File: src/rtl/ivt_frame_pkg.sv
// rtl/ivt_frame_pkg.sv - frame layout constants and checksum helper for the iteration frame sender
package ivt_frame_pkg;

  localparam int ITER_WIDTH    = 17;
  localparam int SENSORS       = 8;
  localparam int PAYLOAD_WIDTH = 2 * SENSORS * ITER_WIDTH;
  localparam int PAYLOAD_BYTES = PAYLOAD_WIDTH / 8;

  localparam int OFS_SYNC    = 0;
  localparam int OFS_SEQ     = OFS_SYNC + 1;
  localparam int OFS_PAYLOAD = OFS_SEQ + 1;
  localparam int OFS_CSUM    = OFS_PAYLOAD + PAYLOAD_BYTES;
  localparam int FRAME_BYTES = OFS_CSUM + 1;
  localparam int FRAME_WIDTH = FRAME_BYTES * 8;

  // The checksum covers the sequence number and the payload, not the sync byte.
  localparam int CSUM_SPAN_BYTES = OFS_CSUM - OFS_SEQ;

  function automatic logic [7:0] xor_bytes(input logic [8*CSUM_SPAN_BYTES-1:0] data);
    logic [7:0] acc;
    acc = 8'h00;
    for (int i = 0; i < CSUM_SPAN_BYTES; i++) begin
      acc = acc ^ data[8*i +: 8];
    end
    return acc;
  endfunction

endpackage

File: src/rtl/uart_tx_byte.sv
// rtl/uart_tx_byte.sv - 8N1 byte serialiser with start/data/stop bit timing
module uart_tx_byte #(
  parameter int CLKS_PER_BIT = 72
) (
  input  logic       clk,
  input  logic       rst,
  input  logic       start,
  input  logic [7:0] byte_data,
  output logic       tx,
  output logic       done
);

  localparam int CNT_W = (CLKS_PER_BIT > 1) ? $clog2(CLKS_PER_BIT) : 1;
  localparam logic [CNT_W-1:0] CNT_LAST = CNT_W'(CLKS_PER_BIT - 1);

  localparam logic [1:0] ST_IDLE  = 2'd0;
  localparam logic [1:0] ST_START = 2'd1;
  localparam logic [1:0] ST_DATA  = 2'd2;
  localparam logic [1:0] ST_STOP  = 2'd3;

  logic [1:0]       state;
  logic [CNT_W-1:0] bit_cnt;
  logic [2:0]       bit_idx;
  logic [7:0]       shift;
  logic             bit_end;

  assign bit_end = (bit_cnt == CNT_LAST);
  // Raised during the final stop-bit cycle so the caller's next step lines up with the line going idle.
  assign done = (state == ST_STOP) && bit_end;

  always_ff @(posedge clk or posedge rst) begin
    if (rst) begin
      state   <= ST_IDLE;
      bit_cnt <= '0;
      bit_idx <= 3'd0;
      shift   <= 8'h00;
      tx      <= 1'b1;
    end else begin
      case (state)
        ST_IDLE: begin
          if (start) begin
            state   <= ST_START;
            shift   <= byte_data;
            bit_cnt <= '0;
            tx      <= 1'b0;
          end
        end
        ST_START: begin
          if (bit_end) begin
            state   <= ST_DATA;
            bit_cnt <= '0;
            bit_idx <= 3'd0;
            tx      <= shift[0];
            shift   <= shift >> 1;
          end else begin
            bit_cnt <= bit_cnt + 1'b1;
          end
        end
        ST_DATA: begin
          if (bit_end) begin
            bit_cnt <= '0;
            if (bit_idx == 3'd7) begin
              state <= ST_STOP;
              tx    <= 1'b1;
            end else begin
              bit_idx <= bit_idx + 3'd1;
              tx      <= shift[0];
              shift   <= shift >> 1;
            end
          end else begin
            bit_cnt <= bit_cnt + 1'b1;
          end
        end
        default: begin
          if (bit_end) begin
            state   <= ST_IDLE;
            bit_cnt <= '0;
          end else begin
            bit_cnt <= bit_cnt + 1'b1;
          end
        end
      endcase
    end
  end

endmodule

File: src/rtl/iteration_frame_sender.sv
// rtl/iteration_frame_sender.sv - captures an iteration snapshot and sends it as a checksummed UART frame
module iteration_frame_sender
  import ivt_frame_pkg::*;
#(
  parameter int          CLKS_PER_BIT = 72,
  parameter logic [7:0]  SYNC_BYTE    = 8'hA5
) (
  input  logic                     clk_72MHz,
  input  logic                     reset,
  input  logic                     data_avl,
  input  logic [PAYLOAD_WIDTH-1:0] sensor_iterations,
  output logic                     reset_parser,
  output logic                     tx,
  output logic                     busy,
  output logic [15:0]              frames_sent
);

  localparam logic [1:0] ST_IDLE = 2'd0;
  localparam logic [1:0] ST_BYTE = 2'd1;
  localparam logic [1:0] ST_NEXT = 2'd2;

  logic [1:0]             state;
  logic [FRAME_WIDTH-1:0] frame;
  logic [FRAME_WIDTH-1:0] frame_shifted;
  logic [5:0]             byte_idx;
  logic [7:0]             seq;
  logic                   capture;
  logic                   advance;
  logic                   byte_start;
  logic                   byte_done;
  logic [7:0]             byte_data;
  logic [7:0]             csum;

  assign capture    = (state == ST_IDLE) && data_avl;
  assign advance    = (state == ST_NEXT) && (byte_idx < 6'(OFS_CSUM));
  assign byte_start = capture | advance;

  // The frame register shifts up one byte per NEXT, so the byte to send next always sits at the top.
  assign frame_shifted = frame << 8;
  assign byte_data     = capture ? SYNC_BYTE : frame_shifted[FRAME_WIDTH-1 -: 8];
  assign csum          = xor_bytes({seq, sensor_iterations});

  always_ff @(posedge clk_72MHz or posedge reset) begin
    if (reset) begin
      state        <= ST_IDLE;
      frame        <= '0;
      byte_idx     <= 6'd0;
      seq          <= 8'h00;
      frames_sent  <= 16'h0000;
      busy         <= 1'b0;
      reset_parser <= 1'b0;
    end else begin
      reset_parser <= capture;
      case (state)
        ST_IDLE: begin
          if (data_avl) begin
            frame    <= {SYNC_BYTE, seq, sensor_iterations, csum};
            byte_idx <= 6'd0;
            busy     <= 1'b1;
            state    <= ST_BYTE;
          end
        end
        ST_BYTE: begin
          if (byte_done) begin
            state <= ST_NEXT;
          end
        end
        ST_NEXT: begin
          if (advance) begin
            frame    <= frame_shifted;
            byte_idx <= byte_idx + 6'd1;
            state    <= ST_BYTE;
          end else begin
            frames_sent <= frames_sent + 16'd1;
            seq         <= seq + 8'd1;
            busy        <= 1'b0;
            state       <= ST_IDLE;
          end
        end
        default: begin
          state <= ST_IDLE;
        end
      endcase
    end
  end

  uart_tx_byte #(
    .CLKS_PER_BIT(CLKS_PER_BIT)
  ) u_tx_byte (
    .clk      (clk_72MHz),
    .rst      (reset),
    .start    (byte_start),
    .byte_data(byte_data),
    .tx       (tx),
    .done     (byte_done)
  );

endmodule
File: config.mk
export PLATFORM = sky130hd
export DESIGN_NAME = iteration_frame_sender
export DESIGN_NICKNAME = d
export VERILOG_FILES = /design/src/rtl/ivt_frame_pkg.sv /design/src/rtl/uart_tx_byte.sv /design/src/rtl/iteration_frame_sender.sv
export SDC_FILE = /design/constraint.sdc
export NUM_CORES = 1
export LEC_CHECK = 0
export CORE_MARGIN = 3
export CORE_UTILIZATION = 50
export DETAILED_ROUTE_END_ITERATION = 10
export PLACE_DENSITY = 0.76
export SLEW_MARGIN = 20
export SYNTH_ARGS = -nofsm -noshare
export SYNTH_HDL_FRONTEND = slang
export SYNTH_SLANG_ARGS = --single-unit
export TNS_END_PERCENT = 20
File: constraint.sdc
create_clock -name clk_72MHz -period 33.9 [get_ports clk_72MHz]
set_input_delay 6.78 -clock clk_72MHz [delete_from_list [all_inputs] [get_ports clk_72MHz]]
set_output_delay 6.78 -clock clk_72MHz [all_outputs]
set_load 0.03 [all_outputs]
After elaboration in Yosys (flattened, before gate mapping)
Index checks and enable logic that the tools add are counted.
{ "word_totals": {"reg_bits": 343, "inputBits": 275, "output_inout_bits": 19, "word_cells": 124} }
{ "classes": {"n_addsub": 5, "n_lt_le_gt_ge": 1, "eq_ne": 16, "n_mux": 37, "bitwise": 36, "reduce_logical": 17} }
{ "op_table": {"columns": ["cell", "n"], "rows": [
  ["$mux 288", 2],
  ["$pmux 288 s2", 1],
  ["$xor 8x8->8", 34],
  ["$mux 8", 5],
  ["$pmux 8 s3", 1],
  ["$mux 7", 3],
  ["$add 16x1->16 const B", 1],
  ["$mux 2", 7],
  ["$mux 6", 2],
  ["$ne 2x2->1 const B", 6],
  ["$pmux 2 s3", 2],
  ["$pmux 6 s2", 1],
  ["$reduce_and 5->1", 2],
  ["$mux 3", 3],
  ["$add 8x1->8 const B", 1],
  ["$reduce_and 4->1", 2],
  ["$add 7x1->7 const B", 1],
  ["$eq 7x7->1 const B", 1],
  ["$mux 1", 7],
  ["$add 6x1->6 const B", 1],
  ["$eq 2x2->1 const B", 3],
  ["$lt 6x6->1 const B", 1],
  ["$ne 2x1->1 const B", 3],
  ["$pmux 3 s2", 1],
  ["13 further kinds", 21]
]} }

Logic depth before layout (Yosys ltp)
{ "depth": {"word_depth": 36, "mapped_depth": 10, "mapped_depth_nobuf": 7} }

Hierarchy
Synthesis repeated with hierarchy kept, for this count alone.
{ "hier_totals": {"hier_cells": 2040, "hier_area_um2": 17905.9} }
{ "by_module_without_submodules": {"columns": ["module", "instances", "cells_each", "area_each_um2"], "rows": [
  ["iteration_frame_sender", 1, 1938, 16701.0],
  ["uart_tx_byte", 1, 102, 1204.9]
]} }

Worst setup path before layout
Ideal clock, no wire load.
{ "synth_timing": {"path_type": "in2reg", "start": "input data_avl", "end": "register u_tx_byte.shift[7]", "setup_time_ns": 0.134, "t_arrival_ns": 8.326, "required_time_ns": 33.766, "setup_slack_ns": 25.440, "cell_stages": 9, "n_path_buf": 3, "path_cell_list": "nor2_1 > or3_1 > and2_1 > buf_6 > or4b_4 > buf_6 > buf_6 > nand2_1 > o31ai_2"} }
{ "synth_between": {"elab_chain_len": 4, "word_cells_on_any_way": 7, "cone_classes": "eq/ne (1); mux (3); bitwise (1); reduce/logical (2)"} }
{ "synth_rtl": {"columns": ["element", "line_no", "rtl"], "rows": [
  ["start, declared", "iteration_frame_sender.sv:10", "input logic data_avl,"],
  ["$logic_and 1x1->1 (*)", "iteration_frame_sender.sv:34", "assign capture = (state == ST_IDLE) && data_avl;"],
  ["$or 1x1->1 / $mux 8 (equally long branches)", "iteration_frame_sender.sv:36, iteration_frame_sender.sv:40", null],
  ["$ne 2x2->1 (no source line) / $mux 8 (equally long branches)", null, null],
  ["$reduce_and 5->1 (no source line) / $pmux 8 s3 (equally long branches)", null, null],
  ["end signal, assigned", "uart_tx_byte.sv:43", "shift <= byte_data;"],
  ["end signal, assigned", "uart_tx_byte.sv:54", "shift <= shift >> 1;"],
  ["end signal, assigned", "uart_tx_byte.sv:68", "shift <= shift >> 1;"],
  ["end, declared", "uart_tx_byte.sv:24", "logic [7:0] shift;"]
]} }
Every way passes the cells marked *; elsewhere a longest branch is shown, timed or not. The select of a mux whose other input is x is not followed.
A chain may end at the register's enable or synchronous reset.

Worst setup path after layout
{ "layout_timing": {"start": "input data_avl", "end": "register byte_idx[5]"} }
{ "layout_between": {"elab_chain_len": 2} }
{ "layout_rtl": {"columns": ["element", "line_no", "rtl"], "rows": [
  ["$ne 2x2->1 (no source line)", null, null],
  ["$reduce_and 3->1 (no source line)", null, null],
  ["end signal, assigned", "iteration_frame_sender.sv:71", "byte_idx <= byte_idx + 6'd1;"],
  ["end, declared", "iteration_frame_sender.sv:25", "logic [5:0] byte_idx;"]
]} }
Every way passes these cells.

==> out/results.ini <==
[run_status]
status=complete, no violations

[critical_path]
required_ns=34.35
cp_num_buf_inv=3
crit_path_max_incr_delay_ns=0.80
cp_num_cells=8
crit_slowest_cell=buf_4
critPathTopFamily=buffers and inverters
critPathKind=in2reg
worstSetupStartpointType=primary input
cp_common_cell=nor2_1
path_cells=clkdlybuf4s50_1 > nor2_1 > nor3_2 > buf_4 > buf_12 > nand4_1 > o21ba_2 > nor2_1
cp.arrival_ns=9.78
endpoint_kind=flip-flop
worstRegToRegCells=7
cp_max_fo=276

[cts]
h-tree-depth=2
cts_made_buffers=39
cts_hold_buf=0
cts-root-buf=clkbuf_16
insertion_delay_ns=0.52
clkTransAtPathRegs_ns=0.06
cts.sinks=343
tritoncts=done
cts_setup_buffers=0
cts_resized=0
cts_buffer_depth=3

[global_routing]
grtUsageTotal_pct=26.1
grt_start_max_net_pins=277
grt_pass1_wl_um=79500
overflow=0
grt_pass1_vias=14900
antenna_found_initial=6

[synthesis]
synthMuxAreaShare_pct=0.184
yosys.area.top_type=dfrtp_1
synth_compound_area_share_pct=11.8
ys_warn_count=0
syn_avg_cell_area_um2=8.58
syn_nets=2351
synth.distinct_cells=39
synth-simple-area-share_pct=20.8
yosys_register_bits=343
ys_seq_area_share_pct=48.4
synth_area_leaders=dfrtp_1, nand2_1, xnor2_1
synth_top_cell_area_share_pct=48.3
yosys.area_share.xor_xnor_pct=14.9
netlist_area_mm2=0.0177
syn_inst=2065
synthAdderAreaFrac_pct=0.777
synth_top_family_by_area=simple AND/OR/NAND/NOR gates

[place]
placedCellCount=2692
gp_congestion=0.897
placed_area_mm2=0.0209
dpl.hpwl_um=36000
io_buffer_count=293

[routing]
drt_iter0_markers=1426
vias=15300
drt_pass1_iterations=5
drc_errors=0
vias_per_cell=5.54
drtAntennaViolNets=0
wl_per_cell_um=18.2
wl_um=50400

[finish]
layout.cells.non_filler=2768
fin_nets=2566
drive_gt1_share_pct=3.86
syn2layout_area_growth_pct=25.6
nFillCells=2902
stdcell_area_mm2=0.0223
final_util_pct=64.1
final_common_cell=nand2_1
final_cell_mix=nand2_1, dfrtp_1, nor2_1

[floorplanning]
chipWidth_um=194
io-pin-count=294
initial_utilization_pct=51.1
core_area_mm2=0.0347
row_count=68
dieArea_mm2=0.0377
die_y_um=194

[power_and_ir_drop]
clock_power_share_pct=40.9
leakage_nw=9.27
p_int_w=0.000801
p_switching_w=0.000265
p_comb_share_pct=17.7
ir_worst_vdd_uv=38.1
power_frac_seq_pct=41.5
power_per_cell_area_mw_per_mm2=47.9
swShare_pct=24.9

[timing]
finalSetupViolCount=0
hold_viol_final=0
max_freq_mhz=107
slew-limit-headroom_pct=26.1
min_period_ns=9.33
holdWs_ns=0.474
worstMarginPinSlew_ns=1.11
slew_violations=0
post-route-period-util_pct=27.5
clock_skew_ns=0.0131
rsz0062_at_grt=false
setup-tns-final_ns=0

[run]
drv_cap=0

[min_path]
hold_depth=1
hp-class=reg2reg

-- layer usage --
metal  vias up  track usage [%]  wire length [µm]
met3        98             3.44              2960
met5         -                0                11
li1       7256                -                 -
met4         2             9.55              1740
met2       544             41.9             23900
met1      7448             36.5             21700
-- flip-flops by register name, indices dropped and copies added (netlist names), 2 cells and up --
| name | count |
|---|---|
| seq | 8 |
| u_tx_byte.state | 2 |
| state | 2 |
| frames_sent | 16 |
| u_tx_byte.shift | 8 |
| byte_idx | 6 |
| u_tx_byte.bit_idx | 3 |
| u_tx_byte.bit_cnt | 7 |
| frame | 288 |
-- cells in the mapped netlist --
| master | count |
|---|---|
| a21oi_1 | 11 |
| a22o_1 | 12 |
| a31oi_1 | 280 |
| and2_1 | 2 |
| and3_1 | 4 |
| and4_1 | 2 |
| buf_1 | 1 |
| buf_6 | 3 |
| clkbuf_1 | 130 |
| dfrtp_1 | 342 |
| dfstp_2 | 1 |
| ha_1 | 11 |
| inv_1 | 5 |
| mux2_2 | 2 |
| mux2i_1 | 1 |
| nand2_1 | 597 |
| nand2b_1 | 6 |
| nand3_1 | 9 |
| nand3b_1 | 1 |
| nand4_1 | 8 |
| nand4b_1 | 1 |
| nor2_1 | 303 |
| nor2b_1 | 2 |
| nor3_1 | 5 |
| nor3b_1 | 6 |
| o21ai_0 | 12 |
| o21ai_1 | 5 |
| o21ai_2 | 2 |
| o21ba_2 | 1 |
| o21bai_1 | 1 |
| o311a_1 | 1 |
| o31ai_1 | 5 |
| o31ai_2 | 1 |
| or2_2 | 1 |
| or3_1 | 1 |
| or4b_4 | 1 |
| xnor2_1 | 233 |
| xnor3_1 | 8 |
| xor2_1 | 48 |
-- final timing paths --
check | end | from | slack, ns
hold / removal | frames_sent[15]$_DFFE_PP0P_ | frames_sent[15]$_DFFE_PP0P_ | 0.47
setup / recovery | byte_idx[5]$_DFFE_PP0P_ | data_avl | 24.57
hold reg to reg | frames_sent[15]$_DFFE_PP0P_ | frames_sent[15]$_DFFE_PP0P_ | 0.47
min in group asynchronous | frame[247]$_DFFE_PP0P_ | reset | 6.75
max in group asynchronous | u_tx_byte.bit_idx[2]$_DFFE_PP0P_ | reset | 25.71
setup reg to reg | byte_idx[5]$_DFFE_PP0P_ | byte_idx[2]$_DFFE_PP0P_ | 30.43
-- power groups by stage --
stage          Combinational [W]  Sequential [W]  Clock (W)
2_1_floorplan           0.000117        0.000446          0
3_3_place_gp            0.000186        0.000448          0
3_5_place_dp            0.000188        0.000449          0
4_1_cts                 0.000189        0.000442   0.000441
5_1_grt                 0.000203        0.000444   0.000461
6_report                0.000188        0.000442   0.000436
-- stage by stage --
stage / total power (W) / worst slack (ns)
after floorplan: 0.000562 / 17.61
after global placement: 0.000634 / 24.10
after detailed placement: 0.000637 / 24.04
after CTS: 0.00107 / 24.59
after global routing: 0.00111 / 24.35
final: 0.00107 / 24.57
-- cell families (layout without fill, tap and decap cells) --
logic type               Yosys count  in the layout
XOR/XNOR                         289            289
other                              0              5
adder cells (fa/ha/maj)           11             11
AO/OA/AOI/OAI                    331            331
multiplexers                       3              3
buffers and inverters            139            382
AND/OR/NAND/NOR                  949            949
flip-flops                       343            343
-- layout make-up --
class,count,area (µm²),share of cell area [%]
clock inverter,11,160,0.720
tap,455,569,2.56
multi-input combinational,1583,8620,38.7
inverter,5,26.3,0.118
clock buffer,58,1170,5.26
timing repair buffer,308,3110,14.0
sequential,343,8580,38.6
antenna,5,12.5,0.0562
No activity file was read; power rests on OpenSTA's default activity.
